## config.mk

```make
export PLATFORM = sky130hd
export DESIGN_NAME = vram_write_buffer
export DESIGN_NICKNAME = d
export VERILOG_FILES = /design/src/rtl/vram_write_buffer.sv
export SDC_FILE = /design/constraint.sdc
export NUM_CORES = 1
export LEC_CHECK = 0
export CORE_MARGIN = 2
export CORE_UTILIZATION = 48
export CTS_CLUSTER_SIZE = 28
export DETAILED_ROUTE_END_ITERATION = 8
export PLACE_DENSITY_LB_ADDON = 0.05
export SLEW_MARGIN = 20
export SYNTH_ARGS = -nofsm -noshare
export SYNTH_HDL_FRONTEND = slang
export SYNTH_SLANG_ARGS = --single-unit
```

## constraint.sdc

```tcl
create_clock -name clk -period 2.22 [get_ports clk]
set_input_delay 0.333 -clock clk [delete_from_list [all_inputs] [get_ports clk]]
set_output_delay 0.333 -clock clk [all_outputs]
set_load 0.005 [all_outputs]
```

## src/rtl/vram_write_buffer.sv

```systemverilog
// Write-queue between the Hack CPU screen window and the Screen VRAM port.
// Writes are queued; reads wait until every earlier write has reached VRAM.
module vram_write_buffer #(
    parameter int DEPTH_LOG2 = 2
) (
    input  logic                  clk,
    input  logic                  reset,
    input  logic                  cpu_write,
    input  logic                  cpu_read,
    input  logic [12:0]           cpu_addr,
    input  logic [15:0]           cpu_din,
    output logic                  cpu_stall,
    output logic [15:0]           cpu_dout,
    output logic                  cpu_dout_valid,
    output logic                  vram_load,
    output logic [12:0]           vram_addr,
    output logic [15:0]           vram_din,
    input  logic                  vram_busy,
    input  logic [15:0]           vram_dout,
    output logic [DEPTH_LOG2:0]   fifo_level
);
    localparam int DEPTH = 1 << DEPTH_LOG2;
    localparam logic [DEPTH_LOG2:0] FULL_CNT = (DEPTH_LOG2 + 1)'(DEPTH);
    localparam logic [DEPTH_LOG2:0] ONE_CNT  = (DEPTH_LOG2 + 1)'(1);

    typedef enum logic [2:0] {
        IDLE,
        RD_DRAIN,
        RD_ISSUE,
        RD_CAPTURE,
        RD_DONE
    } state_t;

    state_t                 r_state;
    state_t                 w_state_nxt;
    logic [28:0]            r_fifo [DEPTH];
    logic [DEPTH_LOG2-1:0]  r_rd_ptr;
    logic [DEPTH_LOG2-1:0]  r_wr_ptr;
    logic [DEPTH_LOG2:0]    r_count;
    logic [12:0]            r_rd_addr;
    logic [15:0]            r_dout;
    logic                   w_empty;
    logic                   w_full;
    logic                   w_drain;
    logic                   w_push;
    logic                   w_pop;
    logic                   w_write_ok;
    logic [28:0]            w_head;

    assign w_empty    = (r_count == '0);
    assign w_full     = (r_count == FULL_CNT);
    assign w_head     = r_fifo[r_rd_ptr];
    assign w_drain    = ((r_state == IDLE) || (r_state == RD_DRAIN)) && !w_empty;
    assign w_pop      = w_drain && !vram_busy;
    // A pending read blocks writes until its RD_DONE cycle, keeping order strict.
    assign w_write_ok = !w_full && (!cpu_read || (r_state == RD_DONE));
    assign w_push     = cpu_write && w_write_ok;

    assign cpu_stall      = (cpu_read && (r_state != RD_DONE)) || (cpu_write && !w_write_ok);
    assign cpu_dout       = r_dout;
    assign cpu_dout_valid = (r_state == RD_DONE);
    assign vram_load      = w_drain;
    assign fifo_level     = r_count;

    always_comb begin
        vram_addr = '0;
        vram_din  = '0;
        if (w_drain) begin
            vram_addr = w_head[28:16];
            vram_din  = w_head[15:0];
        end else if (r_state == RD_ISSUE) begin
            vram_addr = r_rd_addr;
        end
    end

    always_comb begin
        w_state_nxt = r_state;
        case (r_state)
            IDLE: begin
                if (cpu_read) begin
                    if (w_empty || ((r_count == ONE_CNT) && w_pop)) begin
                        w_state_nxt = RD_ISSUE;
                    end else begin
                        w_state_nxt = RD_DRAIN;
                    end
                end
            end
            RD_DRAIN: begin
                if (w_empty) begin
                    w_state_nxt = RD_ISSUE;
                end
            end
            RD_ISSUE: begin
                if (!vram_busy) begin
                    w_state_nxt = RD_CAPTURE;
                end
            end
            RD_CAPTURE: w_state_nxt = RD_DONE;
            RD_DONE:    w_state_nxt = IDLE;
            default:    w_state_nxt = IDLE;
        endcase
    end

    always_ff @(posedge clk) begin
        if (reset) begin
            r_state  <= IDLE;
            r_rd_ptr <= '0;
            r_wr_ptr <= '0;
            r_count  <= '0;
            r_dout   <= '0;
        end else begin
            r_state <= w_state_nxt;
            if (w_push) begin
                r_wr_ptr <= r_wr_ptr + 1'b1;
            end
            if (w_pop) begin
                r_rd_ptr <= r_rd_ptr + 1'b1;
            end
            if (w_push && !w_pop) begin
                r_count <= r_count + 1'b1;
            end else if (w_pop && !w_push) begin
                r_count <= r_count - 1'b1;
            end
            if (r_state == RD_CAPTURE) begin
                r_dout <= vram_dout;
            end
        end
    end

    // Queue storage and the latched read address carry no reset; pointers guard them.
    always_ff @(posedge clk) begin
        if (w_push) begin
            r_fifo[r_wr_ptr] <= {cpu_addr, cpu_din};
        end
        if ((r_state == IDLE) && cpu_read) begin
            r_rd_addr <= cpu_addr;
        end
    end
endmodule

```

Yosys cells after proc, flatten, opt, wreduce, memory -nomap -nowiden
Memory sizes are Yosys's and may differ from the RTL's. A register that Yosys moved wholly into a read port is not among the register bits.
Cells that the tools add are included.
{"block": "op_classes", "n_addsub": 4, "eq_ne": 10, "mux": 14, "n_reduce_logical": 25}
{"operator": "$mux W13", "n": 2}
{"operator": "$mux W16", "n": 1}
{"operator": "$mux W3", "n": 5}
{"operator": "$pmux W3 S4", "n": 1}
{"operator": "$logic_and A1 B1 Y1", "n": 10}
{"operator": "$logic_not A1 Y1", "n": 7}
{"operator": "$eq A3 B1 Y1 const B", "n": 2}
{"operator": "$eq A3 B2 Y1 const B", "n": 2}
{"operator": "$eq A3 B3 Y1 const B", "n": 2}
{"operator": "$logic_not A3 Y1", "n": 2}
{"operator": "$mux W2", "n": 3}
{"operator": "$ne A2 B2 Y1 const B", "n": 3}
{"operator": "$add A2 B1 Y2 const B", "n": 2}
{"operator": "$logic_or A1 B1 Y1", "n": 4}
{"operator": "$add A3 B1 Y3 const B", "n": 1}
{"operator": "$ne A3 B3 Y1 const B", "n": 1}
{"operator": "$reduce_and A3 Y1", "n": 1}
{"operator": "$sub A3 B1 Y3 const B", "n": 1}
{"operator": "$mux W1", "n": 2}
{"operator": "$reduce_bool A2 Y1", "n": 1}
{"block": "totals", "reg_bits": 39, "mem_bits_rw": 116, "in_bits": 50, "out_inout_bits": 51, "word_cells": 60, "memories": 1}
{"memory": "r_fifo", "words": 4, "word_bits": 29, "rd": 1, "rd_clocked_by_memory_dff": 1, "write_ports": 1, "line": "36", "source": "logic [28:0] r_fifo [DEPTH];"}

Depth between registers and ports, before layout
{"block": "logic_depth", "depth_word": 9, "ltp_mapped": 8, "mapped_depth_nobuf": 8}

Worst setup path before layout
Ideal clock, no wire load.
{"block": "synth_path", "kind": "reg-to-reg", "start": "register r_state[0]", "end": "memory r_fifo[2][0] (enable)", "setup_ns": 0.389, "arrival_ns": 1.982, "required_time_ns": 1.831, "path_slack_ns": -0.151, "path_stages_with_launch": 5, "path_buffers": 1, "synth_period_minus_slack_ns": 2.371, "cell_sequence": "dfxtp_1 -> buf_2 -> or3b_4 -> a221oi_4 -> and2_1"}
{"block": "synth_between", "elab_chain_cells": 6}
{"element": "from (decl)", "line": "34", "source": "state_t r_state;"}
{"element": "from (signal assigned)", "line": "112", "source": "r_state <= w_state_nxt;"}
{"element": "$eq A3 B3 Y1", "line": "56", "source": "assign w_write_ok = !w_full && (!cpu_read || (r_state == RD_DONE));"}
{"element": "$logic_or A1 B1 Y1", "line": "56"}
{"element": "$logic_and A1 B1 Y1", "line": "56"}
{"element": "$logic_and A1 B1 Y1", "line": "57", "source": "assign w_push = cpu_write && w_write_ok;"}
{"element": "named net w_push", "line": "45", "source": "logic w_push;"}
{"element": "$mux W1", "line": "132", "source": "if (w_push) begin"}
{"element": "$mux W1 (not written as such)", "line": "133", "source": "r_fifo[r_wr_ptr] <= {cpu_addr, cpu_din};"}
{"element": "to (decl)", "line": "36"}
The timed path passes the listed nets, and every way through them passes these cells.

==> impl_metrics.json <==
{
  "outcome": "finished, violations left",
  "violations": "negative setup slack",
  "worst-setup-path-type": "flip-flop to output port",
  "die_x_um": 117,
  "tightest_slew_ps": 698,
  "yosysUniqueCellTypes": 38,
  "clock_sinks": 157,
  "wl_um": 12900,
  "synth_xor_area_share_pct": 0.287,
  "ys_warn_count": 0,
  "worst_path_max_delay_cell": "mux4_2",
  "antenna_found_initial": 1,
  "final_antenna_net_count": 0,
  "slew_headroom_pct": 53.4,
  "setup_viol": 4,
  "first_pass_iters": 4,
  "path_cells": "buf_12, buf_12, buf_6, mux4_2, a22o_1, buf_2",
  "core-area_um2": 12500,
  "netlist_area_um2": 6100,
  "dr.max_layer_used": "met5",
  "viasPerCell": 5.19,
  "syn_to_final_growth_pct": 38.7,
  "crit_fanout": 5,
  "drive_above_1_share_pct": 33.6,
  "cts.htree.levels": 4,
  "m1WireLength_um": 5320,
  "drv_cap": 0,
  "synthCells": 349,
  "dieArea_um2": 13600,
  "rsz0062_at_grt": "true",
  "mostFrequentLayoutCells": "edfxtp_1, clkdlybuf4s50_1, nand2_1",
  "worst_path_largest_cell_delay_ps": 480,
  "drcViolationCount": 0,
  "grt_pass1_wl_um": 19700,
  "total_power_mw": 9.74,
  "fin_cells": 693,
  "start_util_pct": 48.8,
  "cts_tree": "done",
  "peakVddDrop_uv": 576,
  "period_share_pct": 102,
  "mostFrequentLayoutCell": "edfxtp_1",
  "cts_buffers": 17,
  "synth-simple-area-share_pct": 6.99,
  "synth_fa_ha_area_share_pct": 1.84,
  "routed-via-count": 3600,
  "synth_top_family_by_area": "multiplexers",
  "gp_congestion": 0.755,
  "first_global_vias": 3691,
  "fmax_mhz": 443,
  "wl_met3_um": 721,
  "synth_compound_area_share_pct": 4.82,
  "p_leak_nw": 3.02,
  "ios": 101,
  "syn_nets": 408,
  "finClkSkew_ps": 5.80,
  "synth-seq-cells": 157,
  "slew_violations": 0,
  "num_rows": 41,
  "ys_seq_area_share_pct": 72.6,
  "power.density_nw_per_um2": 1150,
  "synth_edf_count": 129,
  "grt_max_degree": 21,
  "grt_overflow": 0,
  "dp.cells": 633,
  "antenna_cells": 0,
  "fin_crit_ps": 2260,
  "synthFlopType": "edfxtp_1",
  "synth_mux_area_share_pct": 11.6,
  "clock_latency_ps": 410,
  "cts_root_buf": "clkbuf_16",
  "setup_slack_ps": -37.3,
  "async_reset_ff_share_pct": 0,
  "wl_met2_um": 6660,
  "end_kind": "output port",
  "hold_path_class": "flip-flop to flip-flop",
  "crit_top_cell": "buf_12",
  "required_ps": 1890,
  "grt_usage_pct": 20.1,
  "io_buffer_count": 100,
  "clk_pin_slew_ps": 50,
  "dr.first_iter.drc_count": 273,
  "clockBufferDepth": 2,
  "setup_tns_ps": -77.5,
  "avgRoutedWirePerCell_um": 18.5,
  "fp.dieH_um": 117,
  "nets": 567,
  "arrival_ps": 1920,
  "final-hold-violation-count": 0,
  "synth.avg_cell_area_um2": 17.5,
  "postCtsHoldBufs": 0,
  "start_kind": "flip-flop",
  "dp_hpwl_um": 7780
}
==> worst paths after layout <==
| check | cells after the start | to | slack (ps) | startpoint |
|---|---|---|---|---|
| worst max-delay path | 6 | vram_addr[0] | -40 | flip-flop |
| worst min-delay path | 2 | cpu_dout[12] | 450 | cpu_dout[12] |
| worst max register to register | 9 | fifo_level[2] | 230 | fifo_level[1] |
| worst min register to register | 2 | cpu_dout[12] | 450 | cpu_dout[12] |
==> layout make-up <==
cell class / count / area, µm²
Sequential cell: 157 / 4440
Fill cell: 946 / 4050
Multi-Input combinational cell: 167 / 1630
Timing Repair Buffer: 158 / 1620
Clock buffer: 30 / 524
Tap cell: 172 / 215
Inverter: 7 / 26.3
Clock inverter: 2 / 11.3
==> cells by family (layout without fill, tap and decap cells) <==
| kind of cell | Yosys count | count (layout) |
|---|---|---|
| mux | 34 | 34 |
| xor+xnor | 2 | 2 |
| simple gates | 81 | 81 |
| buf+inv | 25 | 197 |
| flops | 157 | 157 |
| fa+ha+maj | 9 | 9 |
| compound gates | 41 | 41 |
==> state kept, by name (all words and copies together), names as in the netlist, named ones only <==
name        count
r_fifo        116
r_rd_addr      13
cpu_dout       16
fifo_level      3
r_rd_ptr        2
r_wr_ptr        2
r_state         3
==> where the power goes <==
| group | internal, mW | switching (mW) |
|---|---|---|
| Sequential | 3.47 | 0.113 |
| Combinational | 2.14 | 1.41 |
| Clock | 1.59 | 1.02 |
| Total | 7.20 | 2.55 |
==> layer usage <==
metal	global-route usage [%]	vias to the layer above
met1	24.9	1804
li1	-	1671
met5	0	-
met4	7.29	2
met2	34.0	110
met3	5.87	13
==> repair_timing <==
| item | in CTS | in global routing |
|---|---|---|
| pin swaps | 29 | 16 |
| setup endpoints to repair | 31 | 25 |
| gates resized for setup | 156 | 10 |
| cloned | 4 | 0 |
| setup buffers | 23 | 3 |
==> cells in the mapped netlist, types with 2 or more instances <==
master	number	area share, %
or3_1	2	0.20
mux4_2	29	11
nor4b_1	2	0.29
ha_1	9	1.8
nor2_1	9	0.55
o31ai_1	2	0.25
o21ai_0	2	0.16
and2_1	19	1.9
nor2b_1	5	0.51
nand2b_1	2	0.20
nand3b_1	2	0.25
a22o_1	13	1.9
edfxtp_1	129	63
dfxtp_1	28	9.2
a21oi_1	19	1.6
mux2i_1	3	0.49
clkbuf_1	11	0.68
buf_2	4	0.33
inv_1	7	0.43
nor3b_1	3	0.37
nand2_1	32	2.0
==> stage by stage <==
stage / cell area [µm²] / utilization, % / worst slack (ps) / hold slack [ps]
floorplan: 6110 / - / 129 / 432
global placement: 7590 / 60.7 / 111 / 443
detailed placement: 7590 / 60.7 / 67.7 / 448
CTS: 8480 / 67.8 / -98.2 / 454
global route: 8470 / 67.7 / -102 / 464
finish: 8470 / 67.7 / -37.3 / 454
==> worst max-delay path, delay by kind of cell, from the launching register on <==
family	cells	cell delay, ps
AO/OA/AOI/OAI	1	200
multiplexers	1	480
buffers and inverters	4	450
flip-flops	1	390
Power figures use the tool's default switching activity.
